**config.mk**
```make
export PLATFORM = sky130hd
export DESIGN_NAME = mouse_stroke_raster
export DESIGN_NICKNAME = d
export VERILOG_FILES = /design/src/rtl/mouse_draw_pkg.sv /design/src/rtl/bresenham_stepper.sv /design/src/rtl/mouse_stroke_raster.sv
export SDC_FILE = /design/constraint.sdc
export NUM_CORES = 1
export LEC_CHECK = 0
export BUFFER_PORTS_ARGS = -buffer_cell sky130_fd_sc_hd__buf_2
export CAP_MARGIN = 5
export CORE_AREA = 2 2 215 217
export CTS_BUF_LIST = sky130_fd_sc_hd__clkbuf_8
export CTS_CLUSTER_SIZE = 40
export DETAILED_ROUTE_END_ITERATION = 7
export DIE_AREA = 0 0 217 219
export HOLD_SLACK_MARGIN = 0.12
export PLACE_DENSITY = 0.55
export SLEW_MARGIN = 10
export SYNTH_ARGS = -nofsm -noshare
export SYNTH_HDL_FRONTEND = slang
export SYNTH_SLANG_ARGS = --single-unit
```
**constraint.sdc**
```tcl
create_clock -name clk -period 6.2 [get_ports clk]
set_input_delay 0.93 -clock clk [delete_from_list [all_inputs] [get_ports clk]]
set_output_delay 0.93 -clock clk [all_outputs]
set_load 0.05 [all_outputs]
```
**src/rtl/mouse_draw_pkg.sv**
```systemverilog
// Shared definitions for the mouse stroke rasteriser: default geometry,
// FSM state encodings and the coordinate clamp helper.
package mouse_draw_pkg;

  localparam int unsigned DEF_H_RES   = 640;
  localparam int unsigned DEF_V_RES   = 480;
  localparam int unsigned DEF_COORD_W = 10;
  localparam int unsigned DEF_ADDR_W  = 19;

  // Rasteriser FSM states
  localparam logic [1:0] ST_IDLE  = 2'd0;
  localparam logic [1:0] ST_START = 2'd1;
  localparam logic [1:0] ST_DRAW  = 2'd2;
  localparam logic [1:0] ST_DONE  = 2'd3;

  // Saturate a coordinate to the last valid pixel index of an axis of size res.
  function automatic logic [31:0] clamp_coord(input logic [31:0] v, input int unsigned res);
    return (v >= res) ? (res - 32'd1) : v;
  endfunction

endpackage

```
**src/rtl/bresenham_stepper.sv**
```systemverilog
// Bresenham line walker: loads a segment P0->P1, exposes the current point,
// the point after one step and a flag for reaching P1. Steps on `advance`.
module bresenham_stepper
  import mouse_draw_pkg::*;
#(
  parameter int unsigned COORD_W = DEF_COORD_W
) (
  input  logic               clk,
  input  logic               rst_n,
  input  logic               load,
  input  logic               advance,
  input  logic [COORD_W-1:0] x0,
  input  logic [COORD_W-1:0] y0,
  input  logic [COORD_W-1:0] x1,
  input  logic [COORD_W-1:0] y1,
  output logic [COORD_W-1:0] cur_x,
  output logic [COORD_W-1:0] cur_y,
  output logic [COORD_W-1:0] nxt_x,
  output logic [COORD_W-1:0] nxt_y,
  output logic               last
);

  // err needs one bit of magnitude headroom over a coordinate plus sign
  localparam int unsigned EW = COORD_W + 2;

  logic [COORD_W-1:0]   cur_x_q, cur_y_q, end_x_q, end_y_q;
  logic signed [EW-1:0] dx_q, dy_q, err_q;
  logic                 sx_q, sy_q;

  logic [COORD_W-1:0]   adx, ady;
  logic signed [EW-1:0] dx_ld, dy_ld, err_nxt;
  logic signed [EW:0]   e2, neg_dy, dx_ext;
  logic                 step_x, step_y;

  // Absolute deltas of the segment presented on the load inputs
  always_comb begin
    adx   = (x1 >= x0) ? (x1 - x0) : (x0 - x1);
    ady   = (y1 >= y0) ? (y1 - y0) : (y0 - y1);
    dx_ld = $signed({2'b00, adx});
    dy_ld = $signed({2'b00, ady});
  end

  // One Bresenham step from the current point; e2 is kept one bit wider than err
  always_comb begin
    e2      = {err_q, 1'b0};
    neg_dy  = -{dy_q[EW-1], dy_q};
    dx_ext  = {dx_q[EW-1], dx_q};
    step_x  = (e2 > neg_dy);
    step_y  = (e2 < dx_ext);
    err_nxt = err_q;
    nxt_x   = cur_x_q;
    nxt_y   = cur_y_q;
    if (step_x) begin
      err_nxt = err_nxt - dy_q;
      nxt_x   = sx_q ? (cur_x_q + 1'b1) : (cur_x_q - 1'b1);
    end
    if (step_y) begin
      err_nxt = err_nxt + dx_q;
      nxt_y   = sy_q ? (cur_y_q + 1'b1) : (cur_y_q - 1'b1);
    end
  end

  // Segment registers: loaded at segment start, current point walks on advance
  always_ff @(posedge clk or negedge rst_n) begin
    if (!rst_n) begin
      cur_x_q <= '0;
      cur_y_q <= '0;
      end_x_q <= '0;
      end_y_q <= '0;
      dx_q    <= '0;
      dy_q    <= '0;
      err_q   <= '0;
      sx_q    <= 1'b0;
      sy_q    <= 1'b0;
    end else if (load) begin
      cur_x_q <= x0;
      cur_y_q <= y0;
      end_x_q <= x1;
      end_y_q <= y1;
      dx_q    <= dx_ld;
      dy_q    <= dy_ld;
      err_q   <= dx_ld - dy_ld;
      sx_q    <= (x1 >= x0);
      sy_q    <= (y1 >= y0);
    end else if (advance) begin
      cur_x_q <= nxt_x;
      cur_y_q <= nxt_y;
      err_q   <= err_nxt;
    end
  end

  assign cur_x = cur_x_q;
  assign cur_y = cur_y_q;
  assign last  = (cur_x_q == end_x_q) && (cur_y_q == end_y_q);

endmodule

```
**src/rtl/mouse_stroke_raster.sv**
```systemverilog
// Mouse stroke rasteriser: joins successive pointer positions while a button
// is held with Bresenham lines and emits one framebuffer write per pixel.
module mouse_stroke_raster
  import mouse_draw_pkg::*;
#(
  parameter int unsigned         H_RES     = DEF_H_RES,
  parameter int unsigned         V_RES     = DEF_V_RES,
  parameter int unsigned         COORD_W   = DEF_COORD_W,
  parameter int unsigned         ADDR_W    = DEF_ADDR_W,
  parameter int unsigned         DATA_W    = 1,
  parameter logic [DATA_W-1:0]   DRAW_VAL  = DATA_W'(1),
  parameter logic [DATA_W-1:0]   ERASE_VAL = DATA_W'(0)
) (
  input  logic               clk,
  input  logic               rst_n,
  input  logic [COORD_W-1:0] mouse_x,
  input  logic [COORD_W-1:0] mouse_y,
  input  logic               mouse_left,
  input  logic               mouse_right,
  input  logic               wr_ready,
  output logic               wr_en,
  output logic [ADDR_W-1:0]  wr_addr,
  output logic [DATA_W-1:0]  wr_data,
  output logic               busy
);

  function automatic logic [ADDR_W-1:0] pix_addr(input logic [COORD_W-1:0] x,
                                                 input logic [COORD_W-1:0] y);
    return ADDR_W'(y) * ADDR_W'(H_RES) + ADDR_W'(x);
  endfunction

  logic [1:0]         state_q, state_d;
  logic               pen_down_q, pen_down_d;
  logic [COORD_W-1:0] last_x_q, last_x_d, last_y_q, last_y_d;
  logic [COORD_W-1:0] p0_x_q, p0_x_d, p0_y_q, p0_y_d;
  logic [COORD_W-1:0] p1_x_q, p1_x_d, p1_y_q, p1_y_d;
  logic               wr_en_q, wr_en_d;
  logic [ADDR_W-1:0]  wr_addr_q, wr_addr_d;
  logic [DATA_W-1:0]  wr_data_q, wr_data_d;
  logic               busy_q, busy_d;

  logic [COORD_W-1:0] cx, cy;
  logic [COORD_W-1:0] cur_x, cur_y, nxt_x, nxt_y;
  logic               any_btn, moved, xfer;
  logic               step_load, step_adv, step_last;

  assign cx      = COORD_W'(clamp_coord(32'(mouse_x), H_RES));
  assign cy      = COORD_W'(clamp_coord(32'(mouse_y), V_RES));
  assign any_btn = mouse_left | mouse_right;
  assign moved   = (cx != last_x_q) || (cy != last_y_q);
  assign xfer    = wr_en_q && wr_ready;

  bresenham_stepper #(
    .COORD_W (COORD_W)
  ) u_stepper (
    .clk     (clk),
    .rst_n   (rst_n),
    .load    (step_load),
    .advance (step_adv),
    .x0      (p0_x_q),
    .y0      (p0_y_q),
    .x1      (p1_x_q),
    .y1      (p1_y_q),
    .cur_x   (cur_x),
    .cur_y   (cur_y),
    .nxt_x   (nxt_x),
    .nxt_y   (nxt_y),
    .last    (step_last)
  );

  // Next-state logic: pen tracking in IDLE, segment sequencing and output registers
  always_comb begin
    state_d    = state_q;
    pen_down_d = pen_down_q;
    last_x_d   = last_x_q;
    last_y_d   = last_y_q;
    p0_x_d     = p0_x_q;
    p0_y_d     = p0_y_q;
    p1_x_d     = p1_x_q;
    p1_y_d     = p1_y_q;
    wr_en_d    = wr_en_q;
    wr_addr_d  = wr_addr_q;
    wr_data_d  = wr_data_q;
    busy_d     = busy_q;
    step_load  = 1'b0;
    step_adv   = 1'b0;
    case (state_q)
      ST_IDLE: begin
        if (!any_btn) begin
          pen_down_d = 1'b0;
          last_x_d   = cx;
          last_y_d   = cy;
        end else if (!pen_down_q || moved) begin
          // A fresh touch draws a single pixel; otherwise continue from the last endpoint
          p0_x_d    = pen_down_q ? last_x_q : cx;
          p0_y_d    = pen_down_q ? last_y_q : cy;
          p1_x_d    = cx;
          p1_y_d    = cy;
          wr_data_d = mouse_left ? DRAW_VAL : ERASE_VAL;
          busy_d    = 1'b1;
          state_d   = ST_START;
        end
      end
      ST_START: begin
        step_load  = 1'b1;
        pen_down_d = 1'b1;
        wr_en_d    = 1'b1;
        wr_addr_d  = pix_addr(p0_x_q, p0_y_q);
        state_d    = ST_DRAW;
      end
      ST_DRAW: begin
        if (xfer) begin
          if (step_last) begin
            wr_en_d = 1'b0;
            busy_d  = 1'b0;
            state_d = ST_DONE;
          end else begin
            step_adv  = 1'b1;
            wr_addr_d = pix_addr(nxt_x, nxt_y);
          end
        end
      end
      ST_DONE: begin
        last_x_d = p1_x_q;
        last_y_d = p1_y_q;
        state_d  = ST_IDLE;
      end
      default: begin
        state_d = ST_IDLE;
        wr_en_d = 1'b0;
        busy_d  = 1'b0;
      end
    endcase
  end

  // State and registered outputs; reset aborts any segment in flight
  always_ff @(posedge clk or negedge rst_n) begin
    if (!rst_n) begin
      state_q    <= ST_IDLE;
      pen_down_q <= 1'b0;
      last_x_q   <= '0;
      last_y_q   <= '0;
      p0_x_q     <= '0;
      p0_y_q     <= '0;
      p1_x_q     <= '0;
      p1_y_q     <= '0;
      wr_en_q    <= 1'b0;
      wr_addr_q  <= '0;
      wr_data_q  <= ERASE_VAL;
      busy_q     <= 1'b0;
    end else begin
      state_q    <= state_d;
      pen_down_q <= pen_down_d;
      last_x_q   <= last_x_d;
      last_y_q   <= last_y_d;
      p0_x_q     <= p0_x_d;
      p0_y_q     <= p0_y_d;
      p1_x_q     <= p1_x_d;
      p1_y_q     <= p1_y_d;
      wr_en_q    <= wr_en_d;
      wr_addr_q  <= wr_addr_d;
      wr_data_q  <= wr_data_d;
      busy_q     <= busy_d;
    end
  end

  assign wr_en   = wr_en_q;
  assign wr_addr = wr_addr_q;
  assign wr_data = wr_data_q;
  assign busy    = busy_q;

  // cur_x/cur_y are kept for visibility of the walker position
  logic unused_cur;
  assign unused_cur = ^{cur_x, cur_y};

endmodule

```
After elaboration in Yosys (flattened, before gate mapping)
Index checks and enable logic that the tools add are counted.
{"block": "totals", "register_bits": 159, "out_inout_bits": 22, "wordCells": 118}
{"block": "classes", "addsub": 14, "mul": 2, "order_cmp": 6, "n_eq_ne": 13, "muxes": 43, "n_bitwise": 1, "reduce_logical": 18}
{"operator": "$mux 10", "count": 16}
{"operator": "$mux 12", "count": 4}
{"operator": "$pmux 10 s2", "count": 2}
{"operator": "$sub 10x10->10", "count": 4}
{"operator": "$add 19x10->19", "count": 2}
{"operator": "$mux 19", "count": 2}
{"operator": "$pmux 19 s2", "count": 1}
{"operator": "$mul 10x3->12 const B", "count": 2}
{"operator": "$add 10x1->10 const B", "count": 2}
{"operator": "$eq 10x10->1", "count": 2}
{"operator": "$ge 10x10->1", "count": 2}
{"operator": "$ne 10x10->1", "count": 2}
{"operator": "$sub 10x1->10 const B", "count": 2}
{"operator": "$gt 13x13->1", "count": 1}
{"operator": "$lt 13x11->1", "count": 1}
{"operator": "$neg 10->13", "count": 1}
{"operator": "$add 12x11->12", "count": 1}
{"operator": "$ne 2x2->1 const B", "count": 6}
{"operator": "$sub 12x11->12", "count": 1}
{"operator": "$sub 10x10->11", "count": 1}
{"operator": "$ge 10x10->1 const B", "count": 1}
{"operator": "$ge 10x9->1 const B", "count": 1}
{"operator": "$mux 1", "count": 10}
{"operator": "$reduce_bool 2->1", "count": 5}
{"operator": "other kinds (14)", "count": 25}

Logic depth before layout (Yosys ltp)
{"block": "depth", "word_depth": 8, "mapped_depth": 23}

By module
From an unflattened synthesis, not the netlist that was laid out.
{"block": "unflattened", "hier_cells": 1503, "area_unflattened_um2": 13842.0}
{"module": "bresenham_stepper", "n_inst": 1, "cells_each": 921, "area_each_um2": 7992.7, "seq_area_each_um2": 1851.8}
{"module": "mouse_stroke_raster", "n_inst": 1, "cells_each": 582, "area_each_um2": 5849.4, "seq_area_each_um2": 2127.0}

Worst setup path before layout
No wires, ideal clock.
{"block": "synth_timing", "path_kind": "register to register", "start": "reg u_stepper.dy_q[4]", "end": "reg wr_addr_q[18] (netlist: wr_addr[18])", "arrival_time_ns": 4.693, "required_time_ns": 6.096, "slack_ns": 1.403, "path_stages_with_launch": 22, "synth_period_minus_slack_ns": 4.797, "path_cell_list": "dfrtp_1 > nor4_1 > nand2_1 > nor4_1 > xnor2_1 > ha_1 > nand4_1 > nor2_1 > a221oi_1 > nor3_1 > clkbuf_1 > buf_1 > mux2_2 > ha_1 > a21o_1 > a21oi_1 > nor2b_1 > nand4_1 > nor3_1 > xnor2_1 > xnor2_1 > a221oi_1"}
{"block": "synth_via", "elab_chain_len": 7}
{"item": "start, declared", "line": "bresenham_stepper.sv:27", "source": "logic signed [EW-1:0] dx_q, dy_q, err_q;"}
{"item": "start signal, assigned", "line": "bresenham_stepper.sv:81", "source": "dy_q <= dy_ld;"}
{"item": "$neg 10->13", "line": "bresenham_stepper.sv:46", "source": "neg_dy = -{dy_q[EW-1], dy_q};"}
{"item": "$gt 13x13->1", "line": "bresenham_stepper.sv:48", "source": "step_x = (e2 > neg_dy);"}
{"item": "$mux 10", "line": "bresenham_stepper.sv:53", "source": "if (step_x) begin"}
{"item": "$add 19x10->19", "line": "mouse_stroke_raster.sv:29", "source": "return ADDR_W'(y) * ADDR_W'(H_RES) + ADDR_W'(x);"}
{"item": "$mux 19", "line": "mouse_stroke_raster.sv:113", "source": "if (step_last) begin"}
{"item": "$mux 19", "line": "mouse_stroke_raster.sv:112", "source": "if (xfer) begin"}
{"item": "$pmux 19 s2", "line": "mouse_stroke_raster.sv:87", "source": "case (state_q)"}
{"item": "end signal, assigned", "line": "mouse_stroke_raster.sv:161", "source": "wr_addr_q <= wr_addr_d;"}
{"item": "end, declared", "line": "mouse_stroke_raster.sv:38", "source": "logic [ADDR_W-1:0] wr_addr_q, wr_addr_d;"}
Every way passes these cells. The select of a mux whose other input is x is not followed.
A chain may end at the register's enable or synchronous reset.

Worst setup path in the final report
{"block": "layout_timing", "start": "reg u_stepper.dy_q[5]", "end": "reg u_stepper.err_q[10]"}
{"block": "layout_via", "elab_chain_len": 7, "word_cells_on_any_way": 8}
{"item": "$neg 10->13", "line": "bresenham_stepper.sv:46"}
{"item": "$gt 13x13->1", "line": "bresenham_stepper.sv:48"}
{"item": "$mux 12 (*)", "line": "bresenham_stepper.sv:53"}
{"item": "$add 12x11->12", "line": "bresenham_stepper.sv:58", "source": "err_nxt = err_nxt + dx_q;"}
{"item": "$mux 12 (*)", "line": "bresenham_stepper.sv:57", "source": "if (step_y) begin"}
{"item": "$mux 12 (*)", "line": "bresenham_stepper.sv:85", "source": "end else if (advance) begin"}
{"item": "$mux 12 (*)", "line": "bresenham_stepper.sv:75", "source": "end else if (load) begin"}
{"item": "end signal, assigned", "line": "bresenham_stepper.sv:82", "source": "err_q <= dx_ld - dy_ld;"}
{"item": "end signal, assigned", "line": "bresenham_stepper.sv:88", "source": "err_q <= err_nxt;"}
{"item": "end, declared", "line": "bresenham_stepper.sv:27"}
Mark *: on every way between the ends. The rest lies on a longest branch, timed or not. The select of a mux whose other input is x is not followed.

==> impl_metrics.ini <==
[worst_setup_path]
cp_slowest_stage_delay_ns = 0.45
criticalPathCategory = flop to flop
critPathRequiredTime_ns = 6.60
start_kind = flop
crit_fanout = 6
path_buf_inv = 0
path_delay_family = simple AND/OR/NAND/NOR gates
cp_cell_sequence = nor4_1 > nand2_1 > nor4_1 > xnor2_1 > ha_1 > nand4_1 > nor4_1 > or3_1 > mux2i_1 > ha_1 > fa_1 > a21oi_1 > o21ai_0 > o31ai_1 > a21o_1 > a211o_1 > xnor2_1 > nand2_1 > xnor2_1 > a21o_1
cp-end-kind = flop
cp_slowest_cell = nor4_1
arrival_ns = 5.66

[placed_design]
gp_congestion = 0.896
hpwlAfterDp_mm = 27.8
io_buffers = 46

[timing]
fmax_ghz = 0.190
finalClockSkew_ns = 0.0214
maxSlewHeadroom_pct = 30.5
finalSetupViolations = 0
fin_setup_tns_ns = 0
final_max_slew_viol_count = 0
rsz0062_at_grt = false
finalCriticalPeriod_ns = 5.26
worst_pin_slew_ns = 1.04
period_share_pct = 84.8
final_hold_viol_count = 0

[synth]
syn_avg_cell_area_um2 = 8.92
async_reset_ff_share_pct = 100
ys.flop_type = dfrtp_1
yosys.cell_types.count = 66
yosysWarnings = 0
netlist_area_um2 = 13400
yosysSeqAreaShare_pct = 29.7
syn-num-nets = 1683
ys_ff_latch = 159
syn_inst = 1501
synth_edf_count = 0

[finish]
seq_area_um2 = 3980
layout-drive-gt1-share_pct = 11.0
multi_input_area_um2 = 8810
syn_to_final_growth_pct = 9.59
fillCellCount = 4699
fin_nets = 1701
num_antenna_cells = 0

[cts]
cts_tree = yes
cts_resized = 0
numCtsBuffers = 17
path_clk_slew_ns = 0.10
clock-sinks = 159
htreeDepth = 4
post_cts_buffers = 0
clk_latency_ns = 0.51
cts_buffer_depth = 2
hold_buffers = 0
clockRootBuffer = clkbuf_8

[global_route]
grtUsageTotal_pct = 15.6
grt_max_degree = 100
antenna_found_initial = 0
first_global_vias = 10400
grt_first_pass_wirelength_mm = 58.1
globalRouteOverflowTotal = 0

[floorplanning]
dieHeight_um = 219
die-area_um2 = 47500
ios = 47
die_w_um = 217
core_um2 = 45100
initial_utilization_pct = 29.7
num_rows = 78

[routing]
dr.pass1.iters = 5
remaining_drc_errors = 0
wl_met2_mm = 15.9
drtAntennaViolNets = 0
vias = 10600
highest_layer = met4
dr.first_iter.drc_count = 641
viasPerCell = 4.95
wl_mm = 36.1
dr_wl_met3_mm = 1.21
routedWlPerCell_um = 17.0
wl_met1_mm = 18.2

[outcome]
status = completed

[run]
max_cap_violations = 0

[min_path]
hold_path.class = flop to flop
state kept, by name, summed over array words and instances, names as in the netlist, 2 cells and up:
| signal | flops |
|---|---|
| state_q | 2 |
| u_stepper.cur_y | 10 |
| p1_y_q | 10 |
| u_stepper.end_x_q | 10 |
| u_stepper.err_q | 12 |
| p0_x_q | 10 |
| u_stepper.dy_q | 10 |
| p1_x_q | 10 |
| u_stepper.end_y_q | 10 |
| p0_y_q | 10 |
| wr_addr | 19 |
| last_y_q | 10 |
| u_stepper.cur_x | 10 |
| u_stepper.dx_q | 10 |
| last_x_q | 10 |
area by class of cell:
type,count,share of cell area (%)
timing repair buffer,58,2.22
clock inverter,14,1.19
clock buffer,18,1.69
inverter,104,2.66
multi-input combinational,1179,60.0
tap,600,5.11
sequential,159,27.1
cell usage in the layout, fill, tap and decap left out, types with 5 or more instances in the layout:
cell type and instances:
mux2_2 45, xor2_1 47, or3_1 7, nor2b_1 21, or2_2 8, clkbuf_8 18
o211ai_1 20, nor4_1 9, ha_1 143, nand2_1 135, nand4_1 13, and4_1 5
inv_1 103, o21bai_1 11, a21o_1 28, a22o_1 8, o21a_1 7, o21ai_0 129
xnor2_1 87, dfrtp_1 159, and2_1 5, nand3_1 16, a221oi_1 5, buf_2 45
a21oi_1 105, a221o_1 6, buf_4 12, mux2_4 13, nor3_1 28, a211o_1 6
mux2i_1 78, nand3b_1 6, fa_1 13, nand2b_1 14, nor2_1 104, a31oi_1 5
a211oi_1 5
Yosys cell counts (14+ instances only):
cell | count | area share [%]
xor2_1 | 47 | 3.1
xnor2_1 | 87 | 5.7
a21o_1 | 28 | 1.6
a21oi_1 | 105 | 3.9
mux2_2 | 45 | 3.8
nand2b_1 | 14 | 0.65
inv_1 | 103 | 2.9
nor2b_1 | 21 | 0.98
nand3_1 | 16 | 0.60
ha_1 | 144 | 13
o211ai_1 | 20 | 1.1
dfrtp_1 | 159 | 30
nand2_1 | 135 | 3.8
mux2i_1 | 79 | 5.9
o21ai_0 | 129 | 4.8
nor3_1 | 29 | 1.1
clkbuf_1 | 43 | 1.2
nor2_1 | 104 | 2.9
logic make-up (layout without fill, tap and decap cells):
group | after synthesis | after routing | synth area share, %
AO/OA/AOI/OAI | 364 | 364 | 16.6
XOR/XNOR | 134 | 134 | 8.76
AND/OR/NAND/NOR | 387 | 387 | 13.7
flip-flops | 159 | 159 | 29.7
adder cells (fa/ha/maj) | 157 | 157 | 15.4
multiplexers | 137 | 137 | 11.1
buffers and inverters | 163 | 194 | 4.73
tightest hold or removal path: stages (launching register included):
cell	delay (ns)
dfrtp_1	0.36
nand2_1	0.05
nand2_1	0.04
worst paths after layout:
check | startpoint | to | slack, ns | depth (start not counted)
max in group asynchronous | rst_n | p1_x_q[6]$_DFFE_PN0P_ | 4.15 | 2
worst max-delay path | u_stepper.dy_q[5]$_DFFE_PN0P_ | u_stepper.err_q[10]$_DFFE_PN0P_ | 0.94 | 20
worst max register to register | u_stepper.dy_q[5]$_DFFE_PN0P_ | u_stepper.err_q[10]$_DFFE_PN0P_ | 0.94 | 20
worst min register to register | wr_addr[0]$_DFFE_PN0P_ | wr_addr[0]$_DFFE_PN0P_ | 0.47 | 2
min in group asynchronous | rst_n | wr_addr[17]$_DFFE_PN0P_ | 0.51 | 1
worst min-delay path | wr_addr[0]$_DFFE_PN0P_ | wr_addr[0]$_DFFE_PN0P_ | 0.47 | 2
per-layer routing:
layer | GRT usage (%) | vias up
met3 | 2.40 | 46
li1 | - | 5304
met2 | 24.4 | 185
met5 | 0 | -
met4 | 4.93 | 0
met1 | 21.9 | 5024
through the flow:
stage                     utilization, %  hold WS, ns  setup slack [ns]  instances  area (um2)
after floorplan                        -        0.472              1.40       1501       13400
after global placement              31.6        0.452              1.04       2100       14300
after detailed placement            31.6        0.455             0.985       2100       14300
after CTS                           32.6        0.479             0.947       2132       14700
after global routing                32.6        0.493             0.468       2132       14700
final                               32.6        0.473             0.939       2132       14700
Power is left out: the tool's default activity adds up to more than one toggle a clock period on the data nets, which glitch-free logic cannot reach.
